--- src/rtl/branch_pkg.sv ---
// branch_pkg -- shared definitions for the branch unit.
//   BR_* : 5-bit BrOp codes. Any code with bit 4 set is a jump; BR_JUMP is
//          the canonical form of that prefix.
//   is_cond_op / is_jump_op : classify a BrOp code for the statistics counters.
package branch_pkg;

    localparam int BROP_W = 5;

    localparam logic [BROP_W-1:0] BR_NONE = 5'b00000;
    localparam logic [BROP_W-1:0] BR_BEQ  = 5'b01000;
    localparam logic [BROP_W-1:0] BR_BNE  = 5'b01001;
    localparam logic [BROP_W-1:0] BR_BLT  = 5'b01100;
    localparam logic [BROP_W-1:0] BR_BGE  = 5'b01101;
    localparam logic [BROP_W-1:0] BR_BLTU = 5'b01110;
    localparam logic [BROP_W-1:0] BR_BGEU = 5'b01111;
    localparam logic [BROP_W-1:0] BR_JUMP = 5'b10000;

    // Conditional branches live in 01xxx, minus the reserved pair 0101x.
    function automatic logic is_cond_op(input logic [BROP_W-1:0] op);
        return (op[4:3] == 2'b01) && (op[2:1] != 2'b01);
    endfunction

    // Only the top bit matters for jumps; the low bits are don't-care.
    function automatic logic is_jump_op(input logic [BROP_W-1:0] op);
        return op[4] == BR_JUMP[4];
    endfunction

endpackage

--- src/rtl/branch_cmp.sv ---
// branch_cmp -- operand comparator for the branch unit.
//   a_i, b_i : 32-bit operands (rs1, rs2)
//   eq_o     : a_i == b_i
//   lt_s_o   : a_i <  b_i, two's complement
//   lt_u_o   : a_i <  b_i, unsigned
module branch_cmp (
    input  logic [31:0] a_i,
    input  logic [31:0] b_i,
    output logic        eq_o,
    output logic        lt_s_o,
    output logic        lt_u_o
);

    assign eq_o   = (a_i == b_i);
    assign lt_s_o = ($signed(a_i) < $signed(b_i));
    assign lt_u_o = (a_i < b_i);

endmodule

--- src/rtl/branch_unit.sv ---
// branch_unit -- branch decision plus statistics counters.
//   clk, rst_n  : clock, asynchronous active-low reset
//   BrOp        : branch operation code (see branch_pkg)
//   A, B        : rs1 / rs2 operands
//   en          : instruction-valid qualifier for NextPCSrc_q and counters
//   clr         : synchronous clear of all counters
//   NextPCSrc   : combinational take decision (1 = target, 0 = PC+4)
//   NextPCSrc_q : NextPCSrc captured on edges with en=1
//   cond_cnt    : conditional branches evaluated
//   taken_cnt   : conditional branches taken
//   jump_cnt    : unconditional jumps
//
// Qualifier semantics: there is no back-pressure. An instruction is counted
// and its decision captured exactly on each rising edge where en=1; en=0
// edges leave every register unchanged except that clr still zeroes counters.
module branch_unit
    import branch_pkg::*;
#(
    parameter int CNT_W = 32
) (
    input  logic              clk,
    input  logic              rst_n,
    input  logic [4:0]        BrOp,
    input  logic [31:0]       A,
    input  logic [31:0]       B,
    input  logic              en,
    input  logic              clr,
    output logic              NextPCSrc,
    output logic              NextPCSrc_q,
    output logic [CNT_W-1:0]  cond_cnt,
    output logic [CNT_W-1:0]  taken_cnt,
    output logic [CNT_W-1:0]  jump_cnt
);

    logic eq, lt_s, lt_u;
    logic take;

    logic             nextpc_q, nextpc_d;
    logic [CNT_W-1:0] cond_q,  cond_d;
    logic [CNT_W-1:0] taken_q, taken_d;
    logic [CNT_W-1:0] jump_q,  jump_d;

    branch_cmp u_cmp (
        .a_i    (A),
        .b_i    (B),
        .eq_o   (eq),
        .lt_s_o (lt_s),
        .lt_u_o (lt_u)
    );

    // Decision is purely combinational so the fetch stage sees it same-cycle.
    always_comb begin
        take = 1'b0;
        if (is_jump_op(BrOp)) begin
            take = 1'b1;
        end else begin
            case (BrOp)
                BR_BEQ:  take = eq;
                BR_BNE:  take = ~eq;
                BR_BLT:  take = lt_s;
                BR_BGE:  take = ~lt_s;
                BR_BLTU: take = lt_u;
                BR_BGEU: take = ~lt_u;
                default: take = 1'b0;   // BR_NONE range and reserved codes
            endcase
        end
    end

    assign NextPCSrc = take;

    always_comb begin
        nextpc_d = en ? take : nextpc_q;
        cond_d   = cond_q;
        taken_d  = taken_q;
        jump_d   = jump_q;
        // clr wins over any increment on the same edge; it never touches nextpc.
        if (clr) begin
            cond_d  = '0;
            taken_d = '0;
            jump_d  = '0;
        end else if (en) begin
            if (is_cond_op(BrOp)) begin
                cond_d = cond_q + CNT_W'(1);
                if (take) begin
                    taken_d = taken_q + CNT_W'(1);
                end
            end
            if (is_jump_op(BrOp)) begin
                jump_d = jump_q + CNT_W'(1);
            end
        end
    end

    always_ff @(posedge clk or negedge rst_n) begin
        if (!rst_n) begin
            nextpc_q <= 1'b0;
            cond_q   <= '0;
            taken_q  <= '0;
            jump_q   <= '0;
        end else begin
            nextpc_q <= nextpc_d;
            cond_q   <= cond_d;
            taken_q  <= taken_d;
            jump_q   <= jump_d;
        end
    end

    assign NextPCSrc_q = nextpc_q;
    assign cond_cnt    = cond_q;
    assign taken_cnt   = taken_q;
    assign jump_cnt    = jump_q;

endmodule

--- config.mk ---
export PLATFORM = sky130hd
export DESIGN_NAME = branch_unit
export DESIGN_NICKNAME = d
export VERILOG_FILES = /design/src/rtl/branch_pkg.sv /design/src/rtl/branch_cmp.sv /design/src/rtl/branch_unit.sv
export SDC_FILE = /design/constraint.sdc
export NUM_CORES = 1
export LEC_CHECK = 0
export BUFFER_PORTS_ARGS = -buffer_cell sky130_fd_sc_hd__clkbuf_2
export CAP_MARGIN = 15
export CORE_ASPECT_RATIO = 0.8
export CORE_MARGIN = 4
export CORE_UTILIZATION = 46
export DETAILED_ROUTE_END_ITERATION = 12
export PLACE_DENSITY = 0.81
export SLEW_MARGIN = 5
export SYNTH_ARGS = -nofsm -noshare
export SYNTH_HDL_FRONTEND = slang
export SYNTH_HIERARCHICAL = 1
export SYNTH_SLANG_ARGS = --single-unit
--- constraint.sdc ---
create_clock -name clk -period 3.7 [get_ports clk]
set_input_delay 0.37 -clock clk [delete_from_list [all_inputs] [get_ports clk]]
set_output_delay 0.37 -clock clk [all_outputs]
set_load 0.005 [all_outputs]
==> metrics.md, run 1 <==
| Metric | Value |
|---|---|
| Clock Skews | `~0.0055 ns` |
| Post-CTS Setup Bufs | `0` |
| Pwr Density | `around 310 nW/um^2` |
| Post-synth EDFFs | `0` |
| Clock Tree Root | `clkbuf_16` |
| Syn nets | `about 760` |
| Die H | `109 microns` |
| # IOs | `roughly 170` |
| Max Cap Viol | `0` |
| Mapped Cells | `655` |
| DRC Markers | `0` |
| Fin Setup TNS | `0 ns` |
| # diodes | `0` |
| DR vias | `roughly 5400` |
| Synth async-reset ratio | `between 90% and 100%` |
| Sink Count | `97` |
| P&R area growth vs syn | `22.5%` |
| Setup ws final | `0.323 ns` |
| Maximum fanout along the worst path | `8` |
| Switch share | `between 20% and 30%` |
| Slew @ Worst Pin | `between 1 and 1.5 ns` |
| Vias in the first global route | `5089` |
| Number of iterations in the first detailed-routing pass | `5` |
| Core outline area | `~12000 sq um` |
| Maximum clock insertion buffer count | `2` |
| Hold Path Class | `input port to asynchronous set/reset pin` |
| Slowest stage delay, CP | `between 0.3 and 0.4 ns` |
| CTS tree | `yes` |
| Max rail drop VDD | `about 0.21 mV` |
| Worst EP required | `3.33 ns` |
| First-pass GRT wire length | `24800 microns` |
| Vias per cell | `between 5 and 6` |
| Die ar. | `14700 sq um` |
| # fillers | `1095` |
| Layout Nets | `about 930` |
| FMAX | `0.296 GHz` |
| Run status | `complete, no violations` |
| Power share of the sequential group | `47.2%` |
| Setup crit start kind | `input port` |
| Avg Cell Area, Syn | `9.01 sq um` |
| Detail Route Antenna Nets | `0` |
| Antenna violations before repair | `0` |
| Num rows | `36` |
| Final Power | `approximately 2.3 mW` |
| Top_reg_cell synth | `dfrtp_1` |
| Total GRT Usage | `between 20 and 25%` |
| # port buffers | `170` |
| Total grt overflow | `0` |
| Worst-path cell with the longest stage delay | `a221o_1` |
| Fin. max-slew vios | `0` |
| Post-CTS sizing | `0` |
| Tcrit/Tclk final | `between 90% and 100%` |
| Number of CTS-inserted buffers | `9` |
| Initial Util | `between 40% and 50%` |
| Post-Synthesis Cell Area | `a little under 6000 sq um` |
| GP Congestion | `just under 0.9` |
| Final HPWL DP | `about 11000 microns` |
| Setup violators final | `0` |
| H-tree depth | `3` |
| Crit Path Category | `input port to output port` |
| Dpl cell area | `between 6000 and 7000 sq um` |
| Chip Width | `~130 microns` |
| Leak pwr | `3.45 nW` |
| Arrival time at the worst endpoint | `3.01 ns` |
| # hold bufs at CTS | `0` |
| Most frequent cells in the layout | `clkbuf_2 (168), dfrtp_1 (97), nor2_1 (71)` |
| Clock-pin slew on the worst setup and hold paths | `0.07 ns` |
| Storage element area | `2430 sq um` |
| Synth warn | `6` |
| Avg WL per Cell | `~15 microns` |
| Fin crit period | `3.38 ns` |
| Unrepaired setup endpoints after global routing | `no` |
| Sw Pwr | `around 530 uW` |
| Unique masters post-synth | `52` |
| Comb pwr share | `approximately a tenth` |
| Largest net degree at the start of global routing | `between 80 and 90` |
| Final WL | `between 10000 and 15000 microns` |
| Critical-path cell list | `clkbuf_2 -> inv_1 -> ha_1 -> a21o_1 -> a221o_1 -> a221o_1 -> and2_4 -> nor4_2 -> xnor2_1 -> o22a_1 -> nand2_1 -> a21o_1 -> clkbuf_2` |
| Dpl ws | `~0.22 ns` |
| Proportion of layout cells with a drive suffix above 1 | `around 25%` |
| Worst-Skew Late Latency | `about 0.34 ns` |
| Worst Setup End Kind | `output port` |
| Area of the multi-input gates | `3220 sq um` |
| Seq cells post-synth | `97` |
| Clock share of power | `43.4%` |
| Post-route cell area | `slightly above 7000 sq um` |
| Buf/Inv on CP | `3` |
| Relative slew slack | `a little under a third` |
| Final hold vios | `0` |
| Initial DRC Count | `roughly 380` |
| Delay-heaviest family, CP | `compound AO/OA/AOI/OAI gates` |
| Most common cell after layout, fill and taps aside | `clkbuf_2` |
| Seq/Total Area, Yosys | `between 40 and 50%` |
| Pint | `1.74 mW` |
[synthesized netlist by cell type (14+ instances only)]
library cell	number	share of area (%)
a21oi_1	44	3.7
and3_1	14	1.5
clkbuf_1	16	1.0
dfrtp_1	97	41
ha_1	35	7.4
inv_1	42	2.7
nand2_1	46	2.9
nand3_1	39	3.3
nand4_1	26	2.8
nor2_1	71	4.5
o21ai_0	20	1.7
o31ai_1	14	1.8
or3_1	18	1.9
or4_1	15	1.9
xnor2_1	30	4.5
xor2_1	33	4.9
[layout make-up]
type / instances / share of cell area, %
Multi-Input combinational cell: 492 / 44.5
Sequential cell: 97 / 33.6
Timing Repair Buffer: 177 / 12.6
Clock buffer: 9 / 3.11
Tap cell: 171 / 2.96
Inverter: 42 / 2.18
Clock inverter: 5 / 1.14
[routing by layer]
layer  GRT usage [%]  up-vias  part of all wire [%]
met1            30.2     2564                    48
li1                -     2676                     -
met3            5.08       14                   7.4
met2            31.0      186                    43
met4            4.65        0                   1.2
met5               0        -                     0
[power by group through the flow]
stage	sequential [mW]	clock, mW	combinational [mW]
floorplan	1.09	0	0.114
global placement	1.09	0	0.211
detailed placement	1.09	0	0.217
CTS	1.07	1.01	0.218
global route	1.07	1.04	0.248
finish	1.07	0.982	0.215
[path summary, 6_finish.rpt]
path | startpoint | endpoint | slack [ns] | depth (start not counted)
min in group clk | en | NextPCSrc_q | 0.37 | 2
max reg2reg | cond_cnt[3] | cond_cnt[24] | 1.17 | 5
max | B[25] | NextPCSrc | 0.32 | 13
min | rst_n | taken_cnt[27] | 0.20 | 1
min reg2reg | NextPCSrc_q | NextPCSrc_q | 0.51 | 1
max in group asynchronous | rst_n | jump_cnt[24] | 2.68 | 2
[logic make-up after synthesis]
group	synth area share (%)
AO/OA/AOI/OAI	11.6
XOR/XNOR	9.35
adder cells (fa/ha/maj)	7.42
buffers and inverters	4.49
flip-flops	41.1
multiplexers	0.572
AND/OR/NAND/NOR	25.5
[metrics by stage]
step	std cells	util (%)	hold WS [ns]
finish	993	58.4	0.200
global route	993	58.4	0.301
CTS	993	58.4	0.251
detailed placement	979	55.9	0.499
global placement	979	55.9	0.493
floorplan	655	-	0.0744
[registers in the layout, indices dropped and copies added, names as in the netlist]
| register | cells |
|---|---|
| cond_cnt | 32 |
| jump_cnt | 32 |
| taken_cnt | 32 |
| NextPCSrc_q | 1 |
Power figures use the tool's default switching activity.
==> run 2: changes to the inputs <==
- CORE_ASPECT_RATIO: 0.8 -> 0.5
- PLACE_DENSITY: 0.81 -> default
- PLACE_DENSITY_LB_ADDON: default -> 0.08
- SYNTH_HIERARCHICAL: 1 -> default
==> run 2 against run 1 <==
  * Non-clock buffer count shrank 1
  * Critical path depth decreased by 1
  * Clock power fell by 6.6%
  * Global-route usage is 0.86 points lower
  * Combinational power decreased by 11%
  * Final area down 3.1%
  * Via count is 6.7% lower
  * Synthesized area is 3.7% lower
  * Power fell by 4.0%
  * Largest power group unchanged
  * Highest routed layer unchanged
==> metrics.md, run 2 <==
| Metric | Value |
|---|---|
| Run status | `complete, no violations` |
| Worst-path cell with the longest stage delay | `or4_1` |
| Storage element area | `about 2400 sq um` |
| Worst EP required | `approximately 4.0 ns` |
| Setup ws final | `around 0.64 ns` |
| Most frequent cells in the layout | `clkbuf_2 (168), dfrtp_1 (97), nor2_1 (72)` |
| Top_reg_cell synth | `dfrtp_1` |
| Antenna violations before repair | `0` |
| P&R area growth vs syn | `23.3%` |
| Final Power | `roughly 2.2 mW` |
| Placed insts | `around 950` |
| Leak pwr | `3.38 nW` |
| Sink Count | `between 90 and 100` |
| Max Cap Viol | `0` |
| Dpl ws | `~0.29 ns` |
| Number of iterations in the first detailed-routing pass | `4` |
| Vias per cell | `between 5 and 6` |
| Tcrit/Tclk final | `between 80 and 90%` |
| DR vias | `5073` |
| Relative slew slack | `39.2%` |
| Worst reg2reg path startpoint | `taken_cnt[10]` |
| Proportion of layout cells with a drive suffix above 1 | `24.6%` |
| Number of CTS-inserted buffers | `9` |
| H-tree depth | `3` |
| FF-to-FF path depth | `8` |
| Fin. max-slew vios | `0` |
| Dpl cell area | `6720 sq um` |
| Post-synth top cells | `dfrtp_1 (97), nor2_1 (72), a21oi_1 (53), nand2_1 (51), inv_1 (44)` |
| Chip Width | `between 150 and 200 microns` |
| Clock Tree Root | `clkbuf_16` |
| Layout Nets | `909` |
| Maximum clock insertion buffer count | `2` |
| Num rows | `28` |
| Fin crit period | `a little over 3 ns` |
| Setup violators final | `0` |
| Synth area leader | `dfrtp_1` |
| Synth warn | `0` |
| Clock Skews | `between 0.008 and 0.009 ns` |
| Seq cells post-synth | `between 90 and 100` |
| DRC Markers | `0` |
| Xor/xnor share of the synthesized area | `just over 8%` |
| Worst-Skew Late Latency | `around 0.34 ns` |
| Worst setup startpoint | `B[14]` |
| Top cell type's share of synthesized area | `roughly 43%` |
| Pwr Density | `just over 300 nW/um^2` |
| Arrival time at the worst endpoint | `3.32 ns` |
| Final HPWL DP | `10500 microns` |
| R2r setup slk | `~0.95 ns` |
| Area of the multi-input gates | `3010 sq um` |
| Crit Path Category | `input port to register` |
| Largest family of logic cells by synthesized area | `simple AND/OR/NAND/NOR gates` |
| Hold path cells | `2` |
| Unique masters post-synth | `45` |
| Most used cell, CP | `a21oi_1` |
| Post-synth EDFFs | `0` |
| Compound-cell area share of the yosys netlist | `around an eighth` |
| Avg Cell Area, Syn | `8.97 sq um` |
| Die ar. | `14300 sq um` |
| CTS tree | `yes` |
| Avg WL per Cell | `roughly 14 microns` |
| Seq/Total Area, Yosys | `between 40% and 50%` |
| Die H | `~87 microns` |
| Post-route cell area | `approximately 7000 sq um` |
| Syn nets | `742` |
| Maximum fanout along the worst path | `24` |
| Unrepaired setup endpoints after global routing | `no` |
| Hold Path Class | `input port to register` |
| Post-Synthesis Cell Area | `approximately 5700 sq um` |
| Simple-gate area share of the yosys netlist | `between 20% and 30%` |
| Largest net degree at the start of global routing | `88` |
| Mapped Cells | `roughly 630` |
| Slowest stage delay, CP | `0.50 ns` |
| CP endpoint | `taken_cnt[7]` |
| Top-count cell post-synth | `dfrtp_1` |
| Final WL | `around 14000 microns` |
| Worst Setup End Kind | `register` |
| # hold bufs at CTS | `1` |
| Core outline area | `approximately 12000 sq um` |
| Max rail drop VDD | `approximately 0.25 mV` |
| Critical-path cell list | `clkbuf_2 -> inv_1 -> ha_1 -> a21oi_1 -> nand2_1 -> a221o_1 -> o311a_1 -> a2111oi_4 -> o21ai_2 -> buf_12 -> or4_1 -> a21oi_1` |
| FMAX | `between 0.3 and 0.4 GHz` |
| # diodes | `0` |
| Multiplexer share of the synthesized area | `less than 1%` |
| Post-route insts no fill | `970` |
| GP Congestion | `around 0.74` |
| Total GRT Usage | `about a fifth` |
| Top cells by area, synth | `dfrtp_1 (43%), ha_1 (7.7%), xor2_1 (5.2%)` |
| Initial Util | `a little under half` |
| Clock-pin slew on the worst setup and hold paths | `approximately 0.070 ns` |
| Detail Route Antenna Nets | `0` |
| Finished Core Util | `58.7%` |
| Initial DRC Count | `between 200 and 250` |
| Final hold vios | `0` |
| # fillers | `1105` |
| First-pass GRT wire length | `23000 microns` |
| Hold Slack | `0.311 ns` |
| Total grt overflow | `0` |
| Reg2reg end | `taken_cnt[31]` |
| # IOs | `171` |
| Fin Setup TNS | `0 ns` |
| Post-CTS sizing | `0` |
| Vias in the first global route | `just under 5000` |
| Synth Area in Adders | `7.70%` |
| # port buffers | `between 150 and 200` |
| Setup crit start kind | `input port` |
| Synth async-reset ratio | `100%` |
| Most common cell after layout, fill and taps aside | `clkbuf_2` |
| Slew @ Worst Pin | `0.912 ns` |
| Post-CTS Setup Bufs | `0` |
run 2: changes by cell type in the layout (fill, tap and decap cells not counted), moves of 4 or more:
cell,before,now
xnor2_1,30,20
nand3_1,39,32
or3_1,18,31
nor2b_1,4,8
a211oi_1,5,0
a21oi_1,44,53
nor4_1,11,1
nand2_1,46,51
and4_1,12,7
nand4_1,26,20
o21ai_0,20,33
run 2: logic make-up after synthesis:
logic type / count (synthesis)
compound gates: 113
fa+ha+maj: 35
flops: 97
simple gates: 267
mux: 4
buf+inv: 64
xor+xnor: 54
run 2: per-layer routing:
metal	global-route usage, %	share of wire [%]	vias to the layer above
li1	-	-	2569
met1	25.8	45	2369
met2	33.0	46	123
met3	5.61	7.6	12
met4	4.53	0.85	0
met5	0	0	-
run 2: power breakdown:
group | internal (mW) | leakage (nW) | total [mW] | switching, mW
logic | 0.0773 | 1.90 | 0.191 | 0.113
registers | 1.06 | 1.35 | 1.07 | 0.00326
clock network | 0.519 | 0.131 | 0.917 | 0.398
total | 1.66 | 3.38 | 2.17 | 0.514
run 2: worst min path at each step:
stage               startpoint           end  slack, ns
detailed placement       rst_n  cond_cnt[19]       0.37
CTS                        clr  jump_cnt[10]       0.30
global placement         rst_n  cond_cnt[17]       0.36
floorplan                rst_n   NextPCSrc_q       0.07
finish                     clr  jump_cnt[10]       0.31
global route               clr  jump_cnt[10]       0.31
run 2: worst max-delay path, delay by kind of cell:
kind | cells | cell delay (ns)
AO/OA/AOI/OAI | 6 | 1.71
adder cells (fa/ha/maj) | 1 | 0.30
AND/OR/NAND/NOR | 2 | 0.57
buffers and inverters | 3 | 0.37
run 2: cell type report:
| class | count | share of cell area (%) |
|---|---|---|
| multi-input combinational | 473 | 42.9 |
| sequential | 97 | 34.6 |
| timing repair buffer | 176 | 13.1 |
| clock buffer | 10 | 3.27 |
| tap | 165 | 2.94 |
| inverter | 44 | 2.36 |
| clock inverter | 5 | 0.821 |
